[src/rtl/sd_audio_streamer.sv]
// sd_audio_streamer: pulls consecutive SD sectors from sd_controller and pushes
// their bytes into the audio sample FIFO. A sector is requested only once the
// FIFO has room for all of it. Playback is one-shot or looped.
module sd_audio_streamer #(
  parameter int unsigned START_SECTOR = 0,
  parameter int unsigned NUM_SECTORS  = 2048,
  parameter int unsigned SECTOR_BYTES = 512,
  parameter int unsigned FIFO_DEPTH   = 2048
) (
  input  logic        clk,
  input  logic        reset,
  input  logic        enable,
  input  logic        loop,
  input  logic        sd_ready,
  output logic        sd_rd,
  output logic [31:0] sd_address,
  input  logic        sd_byte_available,
  input  logic [7:0]  sd_dout,
  input  logic [10:0] fifo_count,
  input  logic        fifo_full,
  output logic        fifo_wr_en,
  output logic [7:0]  fifo_din,
  output logic        busy,
  output logic        done,
  output logic [15:0] sector_index,
  output logic        overflow_err
);

  localparam logic [2:0] S_IDLE      = 3'd0;
  localparam logic [2:0] S_WAIT_ROOM = 3'd1;
  localparam logic [2:0] S_ISSUE     = 3'd2;
  localparam logic [2:0] S_RECV      = 3'd3;
  localparam logic [2:0] S_NEXT      = 3'd4;
  localparam logic [2:0] S_DONE      = 3'd5;

  localparam logic [31:0] START_ADDR  = 32'(START_SECTOR * SECTOR_BYTES);
  localparam logic [31:0] SECTOR_STEP = 32'(SECTOR_BYTES);
  localparam logic [10:0] ROOM_LIMIT  = 11'(FIFO_DEPTH - SECTOR_BYTES);
  localparam logic [15:0] LAST_INDEX  = 16'(NUM_SECTORS);
  localparam int unsigned CNT_W       = $clog2(SECTOR_BYTES + 1);
  localparam logic [CNT_W-1:0] CNT_FULL = CNT_W'(SECTOR_BYTES);

  logic [2:0]       state;
  logic             byte_prev;
  logic [CNT_W-1:0] byte_cnt;
  logic             byte_edge;
  logic [15:0]      index_next;

  // Bytes beyond a full sector are dropped so the counter cannot wrap.
  assign byte_edge  = (state == S_RECV) && sd_byte_available && !byte_prev &&
                      (byte_cnt != CNT_FULL);
  assign index_next = sector_index + 16'd1;
  assign busy       = (state != S_IDLE) && (state != S_DONE);
  assign done       = (state == S_DONE);

  // Previous sd_byte_available level for rising-edge detection.
  always_ff @(posedge clk) begin
    if (reset) byte_prev <= 1'b0;
    else       byte_prev <= sd_byte_available;
  end

  // FIFO write path: one registered write per byte edge, sticky overflow flag.
  always_ff @(posedge clk) begin
    if (reset) begin
      fifo_wr_en   <= 1'b0;
      fifo_din     <= '0;
      overflow_err <= 1'b0;
    end else begin
      fifo_wr_en <= byte_edge;
      if (byte_edge) fifo_din <= sd_dout;
      if (fifo_wr_en && fifo_full) overflow_err <= 1'b1;
    end
  end

  // Sector sequencing: room check, read request, byte counting, advance/wrap.
  always_ff @(posedge clk) begin
    if (reset) begin
      state        <= S_IDLE;
      sd_rd        <= 1'b0;
      sd_address   <= START_ADDR;
      sector_index <= '0;
      byte_cnt     <= '0;
    end else begin
      sd_rd <= 1'b0;
      if (byte_edge) byte_cnt <= byte_cnt + CNT_W'(1);
      case (state)
        S_IDLE: begin
          if (enable) begin
            // Keep the address consistent with the cleared sector offset.
            sector_index <= '0;
            sd_address   <= START_ADDR;
            state        <= S_WAIT_ROOM;
          end
        end
        S_WAIT_ROOM: begin
          if (!enable)                      state <= S_IDLE;
          else if (fifo_count <= ROOM_LIMIT) state <= S_ISSUE;
        end
        S_ISSUE: begin
          if (sd_ready) begin
            sd_rd    <= 1'b1;
            byte_cnt <= '0;
            state    <= S_RECV;
          end
        end
        S_RECV: begin
          // Wait for the last byte's write strobe to retire before moving on.
          if ((byte_cnt == CNT_FULL) && !fifo_wr_en && sd_ready) state <= S_NEXT;
        end
        S_NEXT: begin
          if (index_next == LAST_INDEX) begin
            if (loop) begin
              sector_index <= '0;
              sd_address   <= START_ADDR;
              state        <= S_WAIT_ROOM;
            end else begin
              sector_index <= index_next;
              sd_address   <= sd_address + SECTOR_STEP;
              state        <= S_DONE;
            end
          end else begin
            sector_index <= index_next;
            sd_address   <= sd_address + SECTOR_STEP;
            state        <= enable ? S_WAIT_ROOM : S_IDLE;
          end
        end
        S_DONE: begin
          if (!enable) state <= S_IDLE;
        end
        default: state <= S_IDLE;
      endcase
    end
  end

endmodule

[config.mk]
export PLATFORM = sky130hd
export DESIGN_NAME = sd_audio_streamer
export DESIGN_NICKNAME = d
export VERILOG_FILES = /design/src/rtl/sd_audio_streamer.sv
export SDC_FILE = /design/constraint.sdc
export NUM_CORES = 1
export LEC_CHECK = 0
export CAP_MARGIN = 40
export CORE_MARGIN = 1.5
export CORE_UTILIZATION = 53
export CTS_CLUSTER_DIAMETER = 80
export DETAILED_ROUTE_END_ITERATION = 16
export PLACE_DENSITY = 0.85
export SETUP_SLACK_MARGIN = 0.05
export SLEW_MARGIN = 20
export SYNTH_ARGS = -nofsm -noshare
export SYNTH_HDL_FRONTEND = slang
export SYNTH_SLANG_ARGS = --single-unit
[constraint.sdc]
create_clock -name clk -period 4 [get_ports clk]
set_input_delay 0.8 -clock clk [delete_from_list [all_inputs] [get_ports clk]]
set_output_delay 0.8 -clock clk [all_outputs]
set_load 0.02 [all_outputs]
## Word-level counts from Yosys, hierarchy flattened

Cells that the tools add are included.

- Logic and storage cells: 65
- Bits of input ports: 26
- Register bits after elaboration: 73

- Eq/ne operators: 14
- Bitwise gates (word level): 1
- Muxes and demuxes: 22
- Reductions and logical operators: 15
- $lt $le $gt $ge: 1
- Add/subtract/negate cells: 3

Operator list:

| cell | number |
|---|---|
| two-way mux 32 bit | 3 |
| case mux 32 bit (2 select lines) | 1 |
| two-way mux 16 bit | 3 |
| adder 32 x 10 -> 32 bit, second input constant | 1 |
| case mux 16 bit (2 select lines) | 1 |
| two-way mux 10 bit | 3 |
| two-way mux 3 bit | 8 |
| case mux 3 bit (6 select lines) | 1 |
| adder 16 x 1 -> 16 bit, second input constant | 1 |
| equality test 16 x 12 -> 1 bit, second input constant | 1 |
| <= comparator 11 bit, second input constant | 1 |
| adder 10 x 1 -> 10 bit, second input constant | 1 |
| equality test 10 bit, second input constant | 1 |
| != test 10 bit, second input constant | 1 |
| logical AND 1 bit | 7 |
| equality test 3 x 2 -> 1 bit, second input constant | 2 |
| equality test 3 bit, second input constant | 2 |
| != test 2 bit, second input constant | 3 |
| != test 3 bit, second input constant | 2 |
| AND reduction 5 bit | 1 |
| equality test 3 x 1 -> 1 bit, second input constant | 1 |
| logical NOT 3 bit | 1 |
| nonzero test 3 bit | 1 |
| logical NOT 1 bit | 2 |
| other kinds (6) | 7 |

## Longest topological paths before layout

- Word-level depth: 7
- Depth in mapped cells: 10
- Mapped depth without buffers: 9

## Worst setup path before layout

No wires, ideal clock.

- Path type: register -> register
- Start point: reg sector_index[0]
- End point: reg sd_address[12]
- Path buffers: 2
- Clock period less this slack: 2.519 ns
- Stages on the path, launching flop included: 11
- Setup slack: 1.481 ns
- Arrival time: 2.403 ns
- Cells stage by stage: dfxtp_1 -> ha_1 -> nand3_2 -> or3_4 -> mux2i_1 -> and4bb_1 -> a31oi_4 -> buf_6 -> buf_6 -> a22oi_2 -> nand2_1

- Cells in the longest elaborated chain, start to end: 4

RTL lines:

| what | RTL line | source |
|---|---|---|
| start, declared | 25 | `output logic [15:0] sector_index,` |
| start signal, assigned | 117 | `sector_index <= index_next;` |
| start signal, assigned | 122 | `sector_index <= index_next;` |
| adder 16 x 1 -> 16 bit | 52 | `assign index_next = sector_index + 16'd1;` |
| equality test 16 x 12 -> 1 bit | 111 | `if (index_next == LAST_INDEX) begin` |
| two-way mux 32 bit | 111 |  |
| case mux 32 bit (2 select lines) | 86 | `case (state)` |
| end signal, assigned | 118 | `sd_address <= sd_address + SECTOR_STEP;` |
| end signal, assigned | 123 | `sd_address <= sd_address + SECTOR_STEP;` |
| end, declared | 16 | `output logic [31:0] sd_address,` |

Every way passes these cells.
A chain may end at the register's enable or synchronous reset.

## Worst setup path after layout

- Start point: reg sector_index[0]
- End point: reg sd_address[11]

Same word-level chain as after synthesis.

==> flow_summary.toml <==
[place]
place_ws_ns = 1.19
io_buffer_count = 77
dpl_cell_area_mm2 = 0.00423
hpwl_um = 5820
gp_congestion = 0.826
placed_cells = 575

[routing]
vias = 3391
avgViaCountPerCell = 5.74
ant_nets = 0
drt_iter0_markers = 366
drt_wl_total_um = 8180
first_pass_iters = 5
drt_drc_violations_left = 0
route.detailed.wl_per_inst_um = 13.8

[clock_tree]
post-cts-setup-buffers = 0
insertion_delay_ns = 0.35
cts_root_buf = "clkbuf_8"
cts.path.max_buffers = 2
cts_buffers = 9
holdBufCountCts = 0
cts.sinks = 64
clk_pin_slew_ns = 0.07
cts_resized = 0
h-tree-depth = 3
cts_tree = "yes"

[finish]
multi_input_area_mm2 = 0.00200
fin_nets = 540
layout_commonest_cell = "clkdlybuf4s50_1"
syn2layout_area_growth_pct = 26.9
regArea_mm2 = 0.00128
drive_gt1_share_pct = 6.61
fill_cells = 529
n_antenna_cell = 0
instances_no_fill = 591
layout_common_cells = "77 x clkdlybuf4s50_1, 64 x dfxtp_1, 62 x nand2_1"
design_area_mm2 = 0.00443

[synth]
yosys.area.top_type_share_pct = 36.7
syn_area_mm2 = 0.00349
synth-seq-cells = 64
yosysUniqueCellTypes = 56
yosysWarningCount = 0
synthFlopType = "dfxtp_1"
syn_avg_cell_area_um2 = 7.92
synth_top_cells_by_area = "dfxtp_1 37%, nand2_1 6.7%, nand3_1 6.6%, nor2_1 4.7%, mux2i_1 4.6%"
async_flop_share_pct = 0
ys_seq_area_share_pct = 36.7
synth_enable_flop_cells = 0
yosys.area.top_type = "dfxtp_1"
synthCells = 441

[timing]
worst_pin_slew_ns = 0.504
drv_slew = 0
slew_headroom_pct = 66.0
finalSetupViolations = 0
finalCritPeriodShare_pct = 71.4
hold_violations = 0
fmax_mhz = 350
fin_tns_setup_ns = 0
rsz0062_at_grt = "false"
skew_ns = 0.00871
finalCriticalPeriod_ns = 2.85
fin_ws_ns = 1.15

[power_and_ir_drop]
ir_drop_uv = 269
power_density_mw_per_mm2 = 296
p_comb_share_pct = 7.3
swShare_pct = 23.2
clkPwrFrac_pct = 43.1
power.leakage_nw = 1.51
p_int_mw = 1.01
power.total_mw = 1.31
p_switching_mw = 0.305
seqPwrFrac_pct = 49.6

[global_route]
antenna_found_initial = 0
grt_max_degree = 41
grt_pass1_vias = 3099
grt_pass1_wl_um = 13900
grt_overflow = 0
track_usage_pct = 23.9

[setup_path]
critPathBufInv = 1
path_class = "flop to flop"
reg2reg_depth = 9
crit_path_max_incr_delay_ns = 0.51
worstPathCellList = "ha_1, nand3_2, nor4_2, mux2i_1, nor2_1, a31oi_4, buf_4, a21oi_1, mux2i_1"
crit_family = "simple AND/OR/NAND/NOR gates"
cp_max_fo = 40
path_depth = 9
critPathLaunchType = "flop"
cp-end-kind = "flop"
worstPathArrival_ns = 3.13
cp_slowest_cell = "dfxtp_1"
crit_top_cell = "mux2i_1"
critical_path_required_ns = 4.28

[die]
dieArea_mm2 = 0.00708
core_mm2 = 0.00635
io_pins = 87
die_h_um = 84.2
row_count = 29
initial_core_util_pct = 55.0
die_w_um = 84.2

[run]
maxCapViolCount = 0

[worst_hold_path]
worstHoldPathCells = 2
holdCritPathClass = "flop to flop"

[run_status]
status = "complete, no violations"
==> worst paths after layout <==
check              endpoint  slack, ns            start
max reg2reg  sd_address[11]       1.15  sector_index[0]
min            overflow_err       0.48     overflow_err
max          sd_address[11]       1.15  sector_index[0]
min reg2reg    overflow_err       0.48     overflow_err
==> layout make-up <==
type | count | share of cell area (%)
clock buffer | 13 | 3.59
clock inverter | 3 | 0.904
inverter | 14 | 1.19
multi-input combinational | 339 | 45.2
sequential | 64 | 28.9
tap | 77 | 2.17
timing repair buffer | 81 | 18.1
==> kinds of logic (layout without fill, tap and decap cells) <==
| group | count (synthesis) | after routing | share of synthesized area [%] |
|---|---|---|---|
| adders and majority gates | 5 | 5 | 1.79 |
| and+or+nand+nor | 227 | 227 | 33.0 |
| buffers and inverters | 46 | 111 | 6.88 |
| DFF | 64 | 64 | 36.7 |
| muxes | 16 | 16 | 4.59 |
| xor gates and xnor gates | 13 | 13 | 3.26 |
| other | 1 | 9 | 0.107 |
| AOI/OAI and AO/OA | 69 | 69 | 13.7 |
==> registers in the layout (all words and copies together) (netlist names) <==
signal and cells:
state 3, fifo_din 8, sd_rd 1, fifo_wr_en 1
byte_prev 1, sector_index 16, byte_cnt 10, sd_address 23
overflow_err 1
==> layer usage <==
| metal | GRT usage, % | part of all wire, % | vias to the layer above |
|---|---|---|---|
| met5 | 0 | 0 | - |
| met3 | 7.37 | 5.4 | 10 |
| met4 | 7.45 | 1.0 | 0 |
| li1 | - | - | 1696 |
| met2 | 40.4 | 49 | 96 |
| met1 | 29.4 | 45 | 1589 |
==> power groups by stage <==
stage / Sequential, mW / Combinational, mW / Clock, mW
4_1_cts: 0.651 / 0.0955 / 0.572
3_5_place_dp: 0.665 / 0.0952 / 0
5_1_grt: 0.652 / 0.105 / 0.605
2_1_floorplan: 0.661 / 0.0636 / 0
6_report: 0.651 / 0.0954 / 0.566
3_3_place_gp: 0.665 / 0.0942 / 0
==> Yosys cell counts, types with 2 or more instances <==
master and n:
xnor2_1 10, nor2_1 44, nor4_1 3, nand3_2 2, nor3_1 14, ha_1 5
a21oi_1 16, nand3_1 46, nor2b_1 5, a32oi_1 2, o21ai_1 7, nor4_2 2
a31oi_1 4, buf_6 3, nand3b_1 4, o21a_1 2, o211ai_1 4, and3_1 9
a211o_1 2, inv_1 14, xor2_1 3, o21ai_0 9, o311ai_0 6, o311ai_1 6
nor3b_1 4, and2_1 3, or2_2 4, nand4_2 2, nand4_1 7, mux2i_1 16
buf_1 3, clkbuf_1 10, nand2_1 62, buf_2 5, and4_1 2, buf_4 10
dfxtp_1 64, a22oi_1 3, or3_1 7
==> per-stage QoR <==
stage | util, % | hold slack (ns)
after floorplan | - | 0.458
after global placement | 66.6 | 0.453
after detailed placement | 66.6 | 0.462
after CTS | 69.8 | 0.486
after global routing | 69.8 | 0.500
final | 69.8 | 0.483
==> worst register-to-register path: stages (launching register included) <==
cell and delay (ns):
dfxtp_1 0.51, ha_1 0.34, nand3_2 0.16, nor4_2 0.43
mux2i_1 0.32, nor2_1 0.13, a31oi_4 0.19, buf_4 0.39
a21oi_1 0.14, mux2i_1 0.17
Power figures use the tool's default switching activity.
